**config.mk**
```make
export PLATFORM = sky130hd
export DESIGN_NAME = wb_serial_burst_gen
export DESIGN_NICKNAME = d
export VERILOG_FILES = /design/src/rtl/wb_serial_burst_gen.sv
export SDC_FILE = /design/constraint.sdc
export NUM_CORES = 1
export LEC_CHECK = 0
export BUFFER_PORTS_ARGS = -buffer_cell sky130_fd_sc_hd__buf_2
export CORE_MARGIN = 3
export CORE_UTILIZATION = 43
export DETAILED_ROUTE_END_ITERATION = 10
export SLEW_MARGIN = 5
export SYNTH_ARGS = -nofsm -noshare
export SYNTH_HDL_FRONTEND = slang
export SYNTH_SLANG_ARGS = --single-unit
```
**constraint.sdc**
```tcl
create_clock -name CLK_I -period 4.42 [get_ports CLK_I]
set_input_delay 0.884 -clock CLK_I [delete_from_list [all_inputs] [get_ports CLK_I]]
set_output_delay 0.884 -clock CLK_I [all_outputs]
set_load 0.05 [all_outputs]
```
**src/rtl/wb_serial_burst_gen.sv**
```systemverilog
// wb_serial_burst_gen
//   Wishbone classic slave that streams a burst of DATA_W-bit words on N_CH
//   parallel serial lanes sharing one programmable bit period.
//
//   Registers (ADR_I[3:2]):
//     0 CTRL  W: [0] start, [1] msb_first, [2] abort
//             R: [1] msb_first, [8] busy, [31:16] words remaining
//     1 DIV   bit period = DIV+1 clocks
//     2 COUNT words per lane per burst
//     3 SEED  low DATA_W bits = initial word
//
//   Ports:
//     CLK_I, RST_I             clock, synchronous active-high reset
//     CYC_I/STB_I/WE_I/ADR_I/DAT_I/DAT_O/ACK_O  Wishbone classic slave
//     ena_o[N_CH]              per-lane frame strobe (0 = burst active)
//     data_o[N_CH]             per-lane serial data
//     busy_o                   burst in progress
module wb_serial_burst_gen #(
  parameter int DATA_W = 10,
  parameter int N_CH   = 2,
  parameter int DIV_W  = 16,
  parameter int CNT_W  = 16,
  parameter int ADR_W  = 32
) (
  input  logic             CLK_I,
  input  logic             RST_I,
  input  logic             CYC_I,
  input  logic             STB_I,
  input  logic             WE_I,
  input  logic [ADR_W-1:0] ADR_I,
  input  logic [31:0]      DAT_I,
  output logic [31:0]      DAT_O,
  output logic             ACK_O,
  output logic [N_CH-1:0]  ena_o,
  output logic [N_CH-1:0]  data_o,
  output logic             busy_o
);

  localparam int IDX_W = (DATA_W > 1) ? $clog2(DATA_W) : 1;

  typedef enum logic {IDLE, SHIFT} state_t;

  state_t              state_q;
  // programmed registers
  logic                msb_q;
  logic [DIV_W-1:0]    div_q;
  logic [CNT_W-1:0]    cnt_q;
  logic [DATA_W-1:0]   seed_q;
  // values latched for the running burst
  logic                run_msb_q;
  logic [DIV_W-1:0]    run_div_q;
  logic [CNT_W-1:0]    rem_q;
  logic [DATA_W-1:0]   base_q;     // lane-0 word; lane k sends base_q + k
  logic [DIV_W-1:0]    bit_cnt_q;
  logic [IDX_W-1:0]    bit_idx_q;

  logic                req, wr, rd, ctrl_wr, abort_go, start_go;
  logic                last_bit, word_end, burst_end;
  logic [IDX_W-1:0]    idx_nxt, sel_idx;
  logic [DATA_W-1:0]   base_nxt, sel_base;
  logic                sel_msb;
  logic [N_CH-1:0]     data_nxt;
  logic [31:0]         rdata, rem_ext;
  logic                unused_ok;

  always_comb begin
    req      = CYC_I & STB_I & ~ACK_O;
    wr       = req & WE_I;
    rd       = req & ~WE_I;
    ctrl_wr  = wr && (ADR_I[3:2] == 2'd0);
    abort_go = ctrl_wr & DAT_I[2];
    // abort in the same write suppresses start
    start_go = ctrl_wr & DAT_I[0] & ~DAT_I[2] & (state_q == IDLE) & (cnt_q != '0);

    last_bit  = (bit_cnt_q == '0);
    word_end  = last_bit && (bit_idx_q == IDX_W'(DATA_W-1));
    burst_end = word_end && (rem_q == CNT_W'(1));

    idx_nxt  = word_end ? '0 : (last_bit ? bit_idx_q + IDX_W'(1) : bit_idx_q);
    base_nxt = word_end ? base_q + DATA_W'(N_CH) : base_q;

    // outputs are registered, so present the bit that will be current
    // after this edge: the first bit on start, else the advanced position
    sel_base = start_go ? seed_q  : base_nxt;
    sel_idx  = start_go ? '0      : idx_nxt;
    sel_msb  = start_go ? DAT_I[1] : run_msb_q;
  end

  for (genvar k = 0; k < N_CH; k++) begin : g_lane
    logic [DATA_W-1:0] word;
    logic [IDX_W-1:0]  pos;
    assign word        = sel_base + DATA_W'(k);
    assign pos         = sel_msb ? IDX_W'(DATA_W-1) - sel_idx : sel_idx;
    assign data_nxt[k] = word[pos];
  end

  always_comb begin
    rem_ext = 32'(rem_q);
    rdata   = '0;
    case (ADR_I[3:2])
      2'd0: rdata = {rem_ext[15:0], 7'd0, busy_o, 6'd0, msb_q, 1'b0};
      2'd1: rdata = 32'(div_q);
      2'd2: rdata = 32'(cnt_q);
      default: rdata = 32'(seed_q);
    endcase
  end

  assign unused_ok = ^{ADR_I, DAT_I, rem_ext};

  always_ff @(posedge CLK_I) begin
    if (RST_I) begin
      state_q   <= IDLE;
      ACK_O     <= 1'b0;
      DAT_O     <= '0;
      ena_o     <= '1;
      data_o    <= '0;
      busy_o    <= 1'b0;
      msb_q     <= 1'b0;
      div_q     <= DIV_W'(3);
      cnt_q     <= '0;
      seed_q    <= '0;
      run_msb_q <= 1'b0;
      run_div_q <= '0;
      rem_q     <= '0;
      base_q    <= '0;
      bit_cnt_q <= '0;
      bit_idx_q <= '0;
    end else begin
      ACK_O <= req;
      DAT_O <= rd ? rdata : '0;

      if (wr) begin
        case (ADR_I[3:2])
          2'd0: msb_q  <= DAT_I[1];
          2'd1: div_q  <= DAT_I[DIV_W-1:0];
          2'd2: cnt_q  <= DAT_I[CNT_W-1:0];
          default: seed_q <= DAT_I[DATA_W-1:0];
        endcase
      end

      case (state_q)
        IDLE: begin
          if (start_go) begin
            state_q   <= SHIFT;
            ena_o     <= '0;
            busy_o    <= 1'b1;
            data_o    <= data_nxt;
            run_msb_q <= DAT_I[1];
            run_div_q <= div_q;
            rem_q     <= cnt_q;
            base_q    <= seed_q;
            bit_cnt_q <= div_q;
            bit_idx_q <= '0;
          end
        end
        SHIFT: begin
          if (abort_go || burst_end) begin
            state_q <= IDLE;
            ena_o   <= '1;
            data_o  <= '0;
            busy_o  <= 1'b0;
            rem_q   <= '0;
          end else begin
            data_o    <= data_nxt;
            base_q    <= base_nxt;
            bit_idx_q <= idx_nxt;
            bit_cnt_q <= last_bit ? run_div_q : bit_cnt_q - DIV_W'(1);
            if (word_end) rem_q <= rem_q - CNT_W'(1);
          end
        end
        default: state_q <= IDLE;
      endcase
    end
  end

endmodule

```
After elaboration in Yosys (flattened, before gate mapping)
Index checks and enable logic that the tools add are counted.
Cells by class
  bitwise logic cells: 15
  equality and inequality tests: 8
  multiplexer cells: 38
  add/sub/neg operators: 6
  reduce and logical (&&, ||, !) cells: 17
  order comparisons: 1
Operators with widths (number)
  $mux W16: 6
  $pmux W32 S3: 1
  $pmux W16 S2: 2
  $mux W10: 4
  $sub A16 B1 Y16 const B: 2
  $mux W4: 6
  $pmux W10 S2: 1
  $eq A16 B1 Y1 const B: 1
  $logic_not A16 Y1: 1
  $reduce_and A2 Y1: 8
  $reduce_bool A16 Y1: 1
  $add A10 B1 Y10 const B: 1
  $add A10 B2 Y10 const B: 1
  $and A1 B1 Y1: 9
  $bmux W1 S4: 2
  $mux W2: 4
  $pmux W2 S2: 2
  $pmux W4 S2: 1
  $mux W1: 7
  $not A1 Y1: 6
  $lt A4 B5 Y1 const B: 1
  $add A4 B1 Y4 const B: 1
  $eq A4 B4 Y1 const B: 1
  $ne A2 B2 Y1 const B: 2
  other kinds (11): 14
Storage, ports and cells
  logic and storage cells: 101
  input bits: 69
  register bits: 145

Depth between registers and ports, before layout
  depth after elaboration: 15
  mapped depth: 17

Worst setup path after synthesis
OpenSTA, ideal clock, no wires.
  kind: input-to-reg
  start: input port ADR_I[2]
  end: register data_o[1]
  stages: 14
  setup time: 95 ps
  buffers on the path: 4
  setup slack: 400 ps
  data arrival time: 3924 ps
  required time: 4325 ps
  cells stage by stage: clkbuf_1 nor2_1 nand3_1 or2_1 clkbuf_1 clkbuf_1 buf_1 nand3_1 ha_1 a22oi_2 nand2_1 or4_1 a211o_1 o311ai_1
On the way
  word-level cells in the longest chain between the ends: 13
  elaborated cells between the ends (all ways): 20
  those cells by class: add/sub (2); eq/ne (1); mux (9); bitwise (5); reduce/logical (3)
RTL lines
  start, declared: line 30  | input logic [ADR_W-1:0] ADR_I,
  $logic_not A2 Y1 *: line 70  | ctrl_wr = wr && (ADR_I[3:2] == 2'd0);
  $logic_and A1 B1 Y1 *: line 70
  parallel branches: the longest is 11 deep, another holds $add A10 B1 Y10
  end signal, assigned: line 147  | data_o <= data_nxt;
  end signal, assigned: line 164  | data_o <= data_nxt;
  end, declared: line 35  | output logic [N_CH-1:0] data_o,
Mark *: on every way between the ends. The select of a mux whose other input is x is not followed.
A chain may end at the register's enable or synchronous reset.

Final worst setup path
  start: register bit_cnt_q[0]
  end: register data_o[1]
On the way
  word-level cells in the longest chain between the ends: 10
  elaborated cells between the ends (all ways): 17
  those cells by class: add/sub (2); mux (11); reduce/logical (4)
RTL lines
  start, declared: line 54  | logic [DIV_W-1:0] bit_cnt_q;
  start signal, assigned: line 152  | bit_cnt_q <= div_q;
  start signal, assigned: line 167  | bit_cnt_q <= last_bit ? run_div_q : bit_cnt_q - DIV_W'(1);
  $logic_not A16 Y1 *: line 75  | last_bit = (bit_cnt_q == '0);
  $mux W4 or $logic_and A1 B1 Y1 (tied branches): line 79, 76
  $mux W4: line 79  | idx_nxt = word_end ? '0 : (last_bit ? bit_idx_q + IDX_W'(1) : bit_idx_q);
  $mux W4: line 85  | sel_idx = start_go ? '0 : idx_nxt;
  $sub A4 B4 Y4: line 93  | assign pos = sel_msb ? IDX_W'(DATA_W-1) - sel_idx : sel_idx;
  $mux W4: line 93
  $bmux W1 S4: line 94  | assign data_nxt[k] = word[pos];
  $mux W1 (not written as such): line 94
  $mux W2, on equally long branches: line 157, 143
  $pmux W2 S2 *: line 141  | case (state_q)
Mark *: on every way between the ends. The rest lies on a longest branch, timed or not. The select of a mux whose other input is x is not followed.

==> impl_metrics.env <==
export IMPL_synthMuxAreaShare_pct=4.955
export IMPL_crit_cells=14
export IMPL_min_to="run_div_q[2]$_SDFFE_PP0P_"
export IMPL_clk_pin_slew_worst_paths_ps=60
export IMPL_max_freq_mhz=256.8
export IMPL_place_ws_ps=595.2
export IMPL_cts_root_buf="clkbuf_16"
export IMPL_synth_edf_count=0
export IMPL_initialDrtViolationCount=668
export IMPL_rsz0062_at_grt="no"
export IMPL_synth_cell_type_count=72
export IMPL_wl_per_cell_um=18.14
export IMPL_ys_seq_elements=144
export IMPL_busiest_layer="met2"
export IMPL_crit_type="flop to flop"
export IMPL_power_total_w=0.002820
export IMPL_use_met1_pct=34.42
export IMPL_die_area_um2=18690
export IMPL_finalCritPeriodShare_pct=88.11
export IMPL_grt_util_all_layers_pct=23.45
export IMPL_synth_fa_ha_area_share_pct=1.362
export IMPL_fin_skew_ps=10.02
export IMPL_whs_path_depth=2
export IMPL_routed_via_density=5.745
export IMPL_synth_top_family_by_area="simple AND/OR/NAND/NOR gates"
export IMPL_hpwl_um=15210
export IMPL_die_w_um=136.7
export IMPL_hold_class="flop to flop"
export IMPL_grt_overflow_total=0
export IMPL_fin_nets=1046
export IMPL_syn_area_per_cell_um2=7.851
export IMPL_rr_startpoint="bit_cnt_q[0]$_SDFFE_PP0P_"
export IMPL_cp_end_kind="flop"
export IMPL_ctsResizeCount=0
export IMPL_critPathLaunchType="flop"
export IMPL_ctsHoldBuffers=0
export IMPL_synth_most_common_cell="nand2_1"
export IMPL_worstMarginPinSlew_ps=762.7
export IMPL_cts_tree="yes"
export IMPL_use_met3_pct=4.154
export IMPL_met2_usage_pct=35.21
export IMPL_p_leak_nw=3.067
export IMPL_syn_nets=1013
export IMPL_synth_xor_area_share_pct=3.235
export IMPL_min_from="run_div_q[2]$_SDFFE_PP0P_"
export IMPL_r2r_cells=14
export IMPL_period_minus_slack_ps=3895
export IMPL_drcViolationCount=0
export IMPL_cts_inserted_buffers=17
export IMPL_h_tree_depth=4
export IMPL_syn_area_um2=7348
export IMPL_critical_path_required_ps=4750
export IMPL_maxCapViolCount=0
export IMPL_hold_viol=0
export IMPL_synth_top_area_cell="dfxtp_1"
export IMPL_detail_route_antenna_nets=0
export IMPL_grt_pass1_wl_um=34190
export IMPL_yosys_area_share_simple_pct=26.49
export IMPL_slew_headroom_pct=49.15
export IMPL_setup_tns_final_ps=0
export IMPL_critPathArrivalTime_ps=4220
export IMPL_finalWirelength_um=21810
export IMPL_nFillCells=1626
export IMPL_core_um2=16640
export IMPL_antenna_found_initial=0
export IMPL_r2r_setup_slack_ps=530
export IMPL_multiInputGateArea_um2=4124
export IMPL_area_delta_synth_final_pct=14.23
export IMPL_timing_rr_end="data_o[1]$_SDFFE_PP0P_"
export IMPL_crit_family="simple AND/OR/NAND/NOR gates"
export IMPL_regArea_um2=2883
export IMPL_status="finished, final reports clean"
export IMPL_setup_viol_count_final=0
export IMPL_io_pins=107
export IMPL_synthCells=936
export IMPL_rows=47
export IMPL_synth_compound_area_share_pct=19.89
export IMPL_drt_pass1_iter_count=6
export IMPL_yosys_warnings=0
export IMPL_async_flop_share_pct=0
export IMPL_cp_cell_sequence="inv_1 -> ha_1 -> nor3b_1 -> and4_1 -> nand2_1 -> o22ai_1 -> and2_1 -> inv_1 -> ha_1 -> a22oi_2 -> nand2_1 -> or4_1 -> a211o_1 -> o311ai_1"
export IMPL_slowest_stage="or4_1"
export IMPL_yosys_most_used_dff="dfxtp_1"
export IMPL_drive_gt1_share_pct=15.17
export IMPL_clockBufferDepth=2
export IMPL_diodes=0
export IMPL_synth_area_leaders="dfxtp_1 39%, nand2_1 7.7%, a21oi_1 5.9%"
export IMPL_max_vdd_ir_drop_uv=299.8
export IMPL_io_buffers=60
export IMPL_post_cts_setup_buffers=0
export IMPL_vias=6906
export IMPL_p_per_area_nw_per_um2=335.9
export IMPL_postLayoutSetupSlackWorst_ps=525.4
export IMPL_initial_utilization_pct=44.15
export IMPL_maxSlewViolCount=0
export IMPL_synthTopCellsByCount="151 x nand2_1, 144 x dfxtp_1, 110 x nor2_1, 87 x a21oi_1, 60 x clkbuf_1"
export IMPL_gp_congestion=0.9402
export IMPL_die_h_um=136.7
export IMPL_cp_buffers_inverters=2
export IMPL_yosysSeqAreaShare_pct=39.23
export IMPL_cts_sinks=144
export IMPL_synth_top_area_share_pct=39.23
export IMPL_first_global_vias=6164
export IMPL_grt_max_degree=70
export IMPL_max_stage_delay_ps=480
export IMPL_clk_latency_ps=420
export IMPL_cp_max_fo=10
[per-layer routing]
metal	vias to the layer above	share of wire, %
li1	3384	-
met1	3247	47
met2	246	45
met3	29	6.7
met4	0	1.5
met5	-	0
[placed cells by master (no fill, tap or decap), types with 4 or more instances in the layout]
master,count
nand4_1,5
a22o_1,5
and3_1,4
and2_1,19
a31oi_1,4
nor2_1,109
nand3_1,26
a21oi_1,87
mux2i_1,19
a311oi_1,8
mux2_2,9
o31ai_1,4
o22ai_1,4
dfxtp_1,144
nand3b_1,5
o211ai_1,8
inv_1,20
xor2_1,9
clkbuf_16,17
ha_1,8
nor4_1,13
a22oi_1,25
or3_1,7
buf_2,59
inv_6,4
a211oi_1,21
buf_4,24
o21ai_0,30
nor3_1,27
nor2b_1,9
nand2_1,151
nand2b_1,4
xnor2_1,15
a2111oi_0,4
or4_1,12
[worst max path at each step]
stage	from	to
3_3_place_gp	CYC_I	data_o[1]$_SDFFE_PP0P_
5_1_grt	bit_cnt_q[0]$_SDFFE_PP0P_	data_o[1]$_SDFFE_PP0P_
4_1_cts	bit_cnt_q[0]$_SDFFE_PP0P_	data_o[1]$_SDFFE_PP0P_
2_1_floorplan	ADR_I[2]	data_o[1]$_SDFFE_PP0P_
3_5_place_dp	bit_cnt_q[0]$_SDFFE_PP0P_	data_o[1]$_SDFFE_PP0P_
6_report	bit_cnt_q[0]$_SDFFE_PP0P_	data_o[1]$_SDFFE_PP0P_
[worst min-delay path: stages (launching register included)]
cell     delay [ps]
dfxtp_1         310
nand2_1          50
a21oi_1          50
[area by class of cell]
class,instances,share of cell area (%)
clock buffers,18,5.232
clock inverters,14,1.461
well taps,220,3.279
inverters,20,0.8943
repair buffers,83,5.664
flip-flops and latches,144,34.34
multi-input cells,703,49.13
[cell families after synthesis]
logic type,after synthesis
compound gates,226
fa+ha+maj,8
xor+xnor,25
flops,144
buf+inv,89
simple gates,412
mux,32
[metrics by stage]
step	utilization [%]	hold slack (ps)	std cells	area, um2
2_1_floorplan	-	433.4	936	7348
3_3_place_gp	47.03	442.7	1170	7828
3_5_place_dp	47.03	447.1	1170	7828
4_1_cts	50.41	457.1	1202	8389
5_1_grt	50.44	472.0	1202	8394
6_report	50.44	454.8	1202	8394
[state kept, by name (all words and copies together) (netlist names)]
signal	count
DAT_O	32
bit_cnt_q	16
cnt_q	16
div_q	16
rem_q	16
run_div_q	16
base_q	10
seed_q	10
bit_idx_q	4
data_o	2
ACK_O	1
busy_o	1
ena_o	1
msb_q	1
run_msb_q	1
state_q	1
[report_power, final]
part	switching, W	total (W)	internal (W)	leakage [nW]
clock network	0.000624	0.00138	0.000752	0.270
logic	0.0000887	0.000130	0.0000414	1.64
registers	0.00000981	0.00131	0.00130	1.16
No activity file was read; power rests on OpenSTA's default activity.
